[src/rtl/ps2_key_decoder_if.sv]
// PS/2 keyboard lines plus decoded key/scan outputs between a keyboard host and the decoder.
interface ps2_key_decoder_if;
  logic       PS2_CLK;
  logic       PS2_DAT;
  logic [4:0] KEY_PRESSED;
  logic [7:0] scan_code;
  logic       scan_valid;
  logic       frame_err;

  modport master (
    output PS2_CLK,
    output PS2_DAT,
    input  KEY_PRESSED,
    input  scan_code,
    input  scan_valid,
    input  frame_err
  );

  modport slave (
    input  PS2_CLK,
    input  PS2_DAT,
    output KEY_PRESSED,
    output scan_code,
    output scan_valid,
    output frame_err
  );
endinterface

[src/rtl/ps2_key_decoder.sv]
// PS/2 Set 2 receiver: synchronises the keyboard lines, frames bytes, tracks E0/F0
// prefixes and turns make codes of the game keys into one-cycle KEY_PRESSED pulses.
module ps2_key_decoder #(
  parameter int unsigned TIMEOUT     = 50000,
  parameter int unsigned SYNC_STAGES = 2
) (
  input logic              CLOCK_50,
  input logic              reset,
  ps2_key_decoder_if.slave bus
);

  localparam int unsigned TMO_W    = $clog2(TIMEOUT + 1);
  localparam int unsigned KEY_W    = 5;
  localparam int unsigned BYTE_W   = 8;
  localparam int unsigned BITCNT_W = 3;
  localparam logic [KEY_W-1:0]  KEY_NONE = KEY_W'(31);
  localparam logic [BYTE_W-1:0] CODE_EXT = BYTE_W'(8'hE0);
  localparam logic [BYTE_W-1:0] CODE_BRK = BYTE_W'(8'hF0);

  typedef enum logic [1:0] {
    IDLE,
    DATA,
    PARITY,
    STOP
  } rx_state_t;

  logic [SYNC_STAGES-1:0] clk_sync;
  logic [SYNC_STAGES-1:0] dat_sync;
  logic                   clk_prev;
  logic                   clk_s;
  logic                   dat_s;
  logic                   clk_fall;

  rx_state_t            state;
  logic [BITCNT_W-1:0]  bit_cnt;
  logic [BYTE_W-1:0]    shift_reg;
  logic                 par_bit;
  logic [TMO_W-1:0]     tmo_cnt;
  logic                 ext;
  logic                 brk;
  logic [KEY_W-1:0]     key_q;
  logic [BYTE_W-1:0]    scan_code_q;
  logic                 scan_valid_q;
  logic                 frame_err_q;

  // Set 2 code to game key; anything not listed maps to KEY_NONE.
  function automatic logic [KEY_W-1:0] key_decode(input logic [BYTE_W-1:0] code,
                                                  input logic ext_f);
    logic [KEY_W-1:0] k;
    k = KEY_NONE;
    case ({ext_f, code})
      9'h01D: k = KEY_W'(0);
      9'h01B: k = KEY_W'(1);
      9'h01C: k = KEY_W'(2);
      9'h023: k = KEY_W'(3);
      9'h175: k = KEY_W'(4);
      9'h172: k = KEY_W'(5);
      9'h16B: k = KEY_W'(6);
      9'h174: k = KEY_W'(7);
      9'h043: k = KEY_W'(8);
      9'h042: k = KEY_W'(9);
      9'h03B: k = KEY_W'(10);
      9'h04B: k = KEY_W'(11);
      9'h075: k = KEY_W'(12);
      9'h073: k = KEY_W'(13);
      9'h06B: k = KEY_W'(14);
      9'h074: k = KEY_W'(15);
      9'h029: k = KEY_W'(16);
      default: k = KEY_NONE;
    endcase
    return k;
  endfunction

  assign clk_s    = clk_sync[SYNC_STAGES-1];
  assign dat_s    = dat_sync[SYNC_STAGES-1];
  assign clk_fall = clk_prev & ~clk_s;

  // Synchronisers preset to the idle-high line level so release never fakes an edge.
  always_ff @(posedge CLOCK_50) begin
    if (reset) begin
      clk_sync <= '1;
      dat_sync <= '1;
      clk_prev <= 1'b1;
    end else begin
      clk_sync[0] <= bus.PS2_CLK;
      dat_sync[0] <= bus.PS2_DAT;
      for (int i = 1; i < int'(SYNC_STAGES); i++) begin
        clk_sync[i] <= clk_sync[i-1];
        dat_sync[i] <= dat_sync[i-1];
      end
      clk_prev <= clk_s;
    end
  end

  // Frame receiver, timeout, prefix tracking and key decode.
  always_ff @(posedge CLOCK_50) begin
    if (reset) begin
      state        <= IDLE;
      bit_cnt      <= '0;
      shift_reg    <= '0;
      par_bit      <= 1'b0;
      tmo_cnt      <= '0;
      ext          <= 1'b0;
      brk          <= 1'b0;
      key_q        <= KEY_NONE;
      scan_code_q  <= '0;
      scan_valid_q <= 1'b0;
      frame_err_q  <= 1'b0;
    end else begin
      scan_valid_q <= 1'b0;
      frame_err_q  <= 1'b0;
      key_q        <= KEY_NONE;

      if (clk_fall || state == IDLE) begin
        tmo_cnt <= '0;
      end else if (tmo_cnt != TMO_W'(TIMEOUT)) begin
        tmo_cnt <= tmo_cnt + TMO_W'(1);
      end

      if (clk_fall) begin
        case (state)
          IDLE: begin
            if (!dat_s) begin
              state   <= DATA;
              bit_cnt <= '0;
            end else begin
              frame_err_q <= 1'b1;
            end
          end
          DATA: begin
            shift_reg <= {dat_s, shift_reg[BYTE_W-1:1]};
            bit_cnt   <= bit_cnt + BITCNT_W'(1);
            if (bit_cnt == BITCNT_W'(BYTE_W - 1)) begin
              state <= PARITY;
            end
          end
          PARITY: begin
            par_bit <= dat_s;
            state   <= STOP;
          end
          STOP: begin
            if (dat_s && (^{shift_reg, par_bit})) begin
              scan_code_q  <= shift_reg;
              scan_valid_q <= 1'b1;
            end else begin
              frame_err_q <= 1'b1;
            end
            state <= IDLE;
          end
          default: state <= IDLE;
        endcase
      end else if (state != IDLE && tmo_cnt == TMO_W'(TIMEOUT)) begin
        state       <= IDLE;
        frame_err_q <= 1'b1;
      end

      // Byte accepted last cycle: update prefixes or emit the key.
      if (scan_valid_q) begin
        if (scan_code_q == CODE_EXT) begin
          ext <= 1'b1;
        end else if (scan_code_q == CODE_BRK) begin
          brk <= 1'b1;
        end else begin
          if (!brk) begin
            key_q <= key_decode(scan_code_q, ext);
          end
          ext <= 1'b0;
          brk <= 1'b0;
        end
      end

      if (frame_err_q) begin
        ext <= 1'b0;
        brk <= 1'b0;
      end
    end
  end

  assign bus.KEY_PRESSED = key_q;
  assign bus.scan_code   = scan_code_q;
  assign bus.scan_valid  = scan_valid_q;
  assign bus.frame_err   = frame_err_q;

endmodule

[src/flat_wrapper.sv]
// flat-port wrapper written by rule: the top's interface ports become plain ports
module ps2_key_decoder_flat 
#(
  parameter int unsigned TIMEOUT     = 50000,
  parameter int unsigned SYNC_STAGES = 2
)
  (CLOCK_50, reset, bus_PS2_CLK, bus_PS2_DAT, bus_KEY_PRESSED, bus_scan_code, bus_scan_valid, bus_frame_err);
  ps2_key_decoder_if bus_i ();
  input logic CLOCK_50;
  input logic reset;
  input wire logic [$bits(bus_i.PS2_CLK)-1:0] bus_PS2_CLK;
  input wire logic [$bits(bus_i.PS2_DAT)-1:0] bus_PS2_DAT;
  output wire logic [$bits(bus_i.KEY_PRESSED)-1:0] bus_KEY_PRESSED;
  output wire logic [$bits(bus_i.scan_code)-1:0] bus_scan_code;
  output wire logic [$bits(bus_i.scan_valid)-1:0] bus_scan_valid;
  output wire logic [$bits(bus_i.frame_err)-1:0] bus_frame_err;
  assign bus_i.PS2_CLK = bus_PS2_CLK;
  assign bus_i.PS2_DAT = bus_PS2_DAT;
  assign bus_KEY_PRESSED = bus_i.KEY_PRESSED;
  assign bus_scan_code = bus_i.scan_code;
  assign bus_scan_valid = bus_i.scan_valid;
  assign bus_frame_err = bus_i.frame_err;
  ps2_key_decoder #(.TIMEOUT(TIMEOUT), .SYNC_STAGES(SYNC_STAGES)) u_core (.CLOCK_50(CLOCK_50), .reset(reset), .bus(bus_i));
endmodule
[config.mk]
export PLATFORM = sky130hd
export DESIGN_NAME = ps2_key_decoder_flat
export DESIGN_NICKNAME = d
export VERILOG_FILES = /design/src/rtl/ps2_key_decoder_if.sv /design/src/rtl/ps2_key_decoder.sv /design/src/flat_wrapper.sv
export SDC_FILE = /design/constraint.sdc
export NUM_CORES = 1
export LEC_CHECK = 0
export BUFFER_PORTS_ARGS = -buffer_cell sky130_fd_sc_hd__clkbuf_2
export CAP_MARGIN = 20
export CELL_PAD_IN_SITES_DETAIL_PLACEMENT = 1
export CELL_PAD_IN_SITES_GLOBAL_PLACEMENT = 1
export CORE_MARGIN = 10
export CORE_UTILIZATION = 45
export DETAILED_ROUTE_END_ITERATION = 6
export PLACE_DENSITY = 0.83
export RECOVER_POWER = 100
export SKIP_CTS_REPAIR_TIMING = 1
export SYNTH_ARGS = -nofsm -noshare
export SYNTH_HDL_FRONTEND = slang
export SYNTH_SLANG_ARGS = --single-unit
[constraint.sdc]
create_clock -name CLOCK_50 -period 2.11 [get_ports CLOCK_50]
set_clock_uncertainty 0.2 [all_clocks]
set_input_delay 0.1055 -clock CLOCK_50 [delete_from_list [all_inputs] [get_ports CLOCK_50]]
set_output_delay 0.1055 -clock CLOCK_50 [all_outputs]
set_load 0.1 [all_outputs]
==> flow_summary.yaml <==
grt:
  grt_start_max_net_pins: 34
  antenna_found_initial: 0
  grt_pass1_wl_mm: 10.6
  grt_pass1_vias: 2271
  grt.overflow.total: 0
  grt_use_total: 0.142
run:
  max_cap_violations: 0
logic_synthesis:
  yosys-top-cells-area: "dfxtp_1, mux2i_1, nor2_1"
  yosysTopAreaCellShare: 0.401
  synth_edf_count: 0
  ys_ff_latch: 52
  syn_area_per_cell_um2: 8.71
  syn_area_mm2: 0.00260
  synth_top_flop_cell: "dfxtp_1"
  async_flop_share: 0
  syn_nets: 310
  syn_inst: 298
  yosysWarningCount: 0
  synthDistinctLibCells: 47
  yosysTopAreaCell: "dfxtp_1"
  ys_seq_area_frac: 0.401
clocking:
  cts_root_buf: "clkbuf_8"
  htreeDepth: 2
  worst_skew_pair.late_latency_ns: 0.30
  clk_pin_slew_worst_paths_ns: 0.09
  clk_path_buf_depth: 2
  cts_buffers: 5
  cts_tree: "yes"
  clock_sinks: 52
hold_path:
  min_path_cells: 3
  hold_path_class: "input port to register"
setup_path:
  start_kind: "register"
  cp.arrival_ns: 2.01
  end_kind: "register"
  crit_type: "register to register"
  r2r_cells: 6
  cp_max_fo: 9
  crit_required_ns: 2.10
cells_and_area:
  fillCellCount: 687
  mostFrequentLayoutCells: "dfxtp_1, nor2_1, nand2_1"
  drive_gt1_frac: 0.155
  final_common_cell: "dfxtp_1"
  diodes: 0
  fin_area_mm2: 0.00293
  area_growth_pct: 12.9
  num-nets-final: 333
  largest_register_ffs: 16
detailed_routing:
  drtIter0Drc: 80
  drc_errors: 0
  dr_total_vias: 2201
  antenna_left: 0
  drt-total-wl_mm: 6.21
  avgRoutedWirePerCell_um: 15.8
  drtPass1Iterations: 4
  vias_per_cell: 5.59
placed_design:
  io_buffers: 18
  placed_area_mm2: 0.00283
  place.gp.congestion: 0.846
  place_hpwl_mm: 4.43
timing:
  slew_violations: 0
  setup_viol: 0
  tightest_slew_ns: 1.18
  finalSetupTns_ns: 0
  fmax_mhz: 495
  timing.final.hold_violations: 0
  timing.final.crit_share: 0.957
  fin_crit_ns: 2.02
  hold_slack_ns: 0.0851
  max_slew_margin: 0.213
floorplanning:
  ios: 19
  die-area_mm2: 0.00921
  rows: 27
  die_h_um: 96.0
  die_x_um: 96.0
  start_util: 0.469
  coreArea_mm2: 0.00554
power_and_ir_drop:
  combPwrFrac: 0.026
  leakage_uw: 0.00113
  p_int_uw: 1220
  powerDensity_mw_per_mm2: 539
  p_sw_uw: 357
  switching_share: 0.226
  pwr-share-seq: 0.624
  finalPower_uw: 1580
  p_clk_frac: 0.350
  vdd_drop_max_mv: 0.423
run_status:
  status: "complete, no violations"
## critical path: stages, from the launching register on
cell and delay, ns:
dfxtp_1 0.40, xnor3_1 0.47, and4_1 0.25, mux2i_4 0.17, buf_12 0.16, mux2i_1 0.20
nor2_1 0.06
## cells in the mapped netlist, types with 2 or more instances
master	n
dfxtp_1	52
nor2_1	42
nand2_1	18
a21oi_1	16
mux2i_1	16
o21ai_0	13
inv_1	12
nand3_1	12
clkbuf_1	10
ha_1	8
nand2b_1	8
nor3_1	8
xor2_1	8
nor2b_1	7
or3_1	7
xnor2_1	6
or2_2	5
buf_2	4
nand3b_1	4
a22oi_1	3
a31oi_1	3
nand4_1	3
nor4_1	3
a2111oi_0	2
and4_1	2
nand4b_1	2
o32ai_1	2
or4b_2	2
or4bb_1	2
## final timing paths
check,startpoint,to,slack (ns)
max,u_core.shift_reg[6],u_core.bus.scan_code[6],0.09
min,reset,u_core.bit_cnt[2],0.09
max reg2reg,u_core.shift_reg[6],u_core.bus.scan_code[6],0.09
min reg2reg,u_core.dat_sync[0],u_core.dat_sync[1],0.22
## cells by family (layout without fill, tap and decap cells)
group | Yosys count | count (layout) | share of synthesized area
simple gates | 129 | 129 | 0.264
flops | 52 | 52 | 0.401
compound gates | 48 | 48 | 0.115
buf+inv | 27 | 51 | 0.0414
mux | 18 | 18 | 0.0747
xor+xnor | 16 | 16 | 0.0651
fa+ha+maj | 8 | 8 | 0.0386
## routing by layer
layer / global-route usage / wire length, um
met1: 0.170 / 2810
met3: 0.0327 / 220
met5: 0 / 0
met4: 0.0393 / 63
met2: 0.248 / 3120
## stage by stage
| stage | utilization | setup WS (ns) | cells |
|---|---|---|---|
| 2_1_floorplan | - | 0.0140 | 298 |
| 3_3_place_gp | 0.511 | 0.144 | 384 |
| 3_5_place_dp | 0.511 | 0.0701 | 384 |
| 4_1_cts | 0.526 | 0.0274 | 392 |
| 5_1_grt | 0.529 | -0.00955 | 394 |
| 6_report | 0.529 | 0.0903 | 394 |
## power by group through the flow
stage	logic [uW]	registers, uW	clock network, uW
3_5_place_dp	38.9	1010	0
2_1_floorplan	24.3	1010	0
5_1_grt	46.9	987	620
3_3_place_gp	38.2	1010	0
4_1_cts	39.1	986	572
6_report	41.5	986	553
## layout make-up
cell class | count | area, um^2 | share of cell area
timing repair buffer | 31 | 195 | 0.0666
inverter | 12 | 45.0 | 0.0154
clock buffer | 5 | 68.8 | 0.0235
multi-input combinational | 219 | 1470 | 0.500
tap | 72 | 90.1 | 0.0307
clock inverter | 3 | 13.8 | 0.00469
sequential | 52 | 1050 | 0.359
Power figures use the tool's default switching activity.
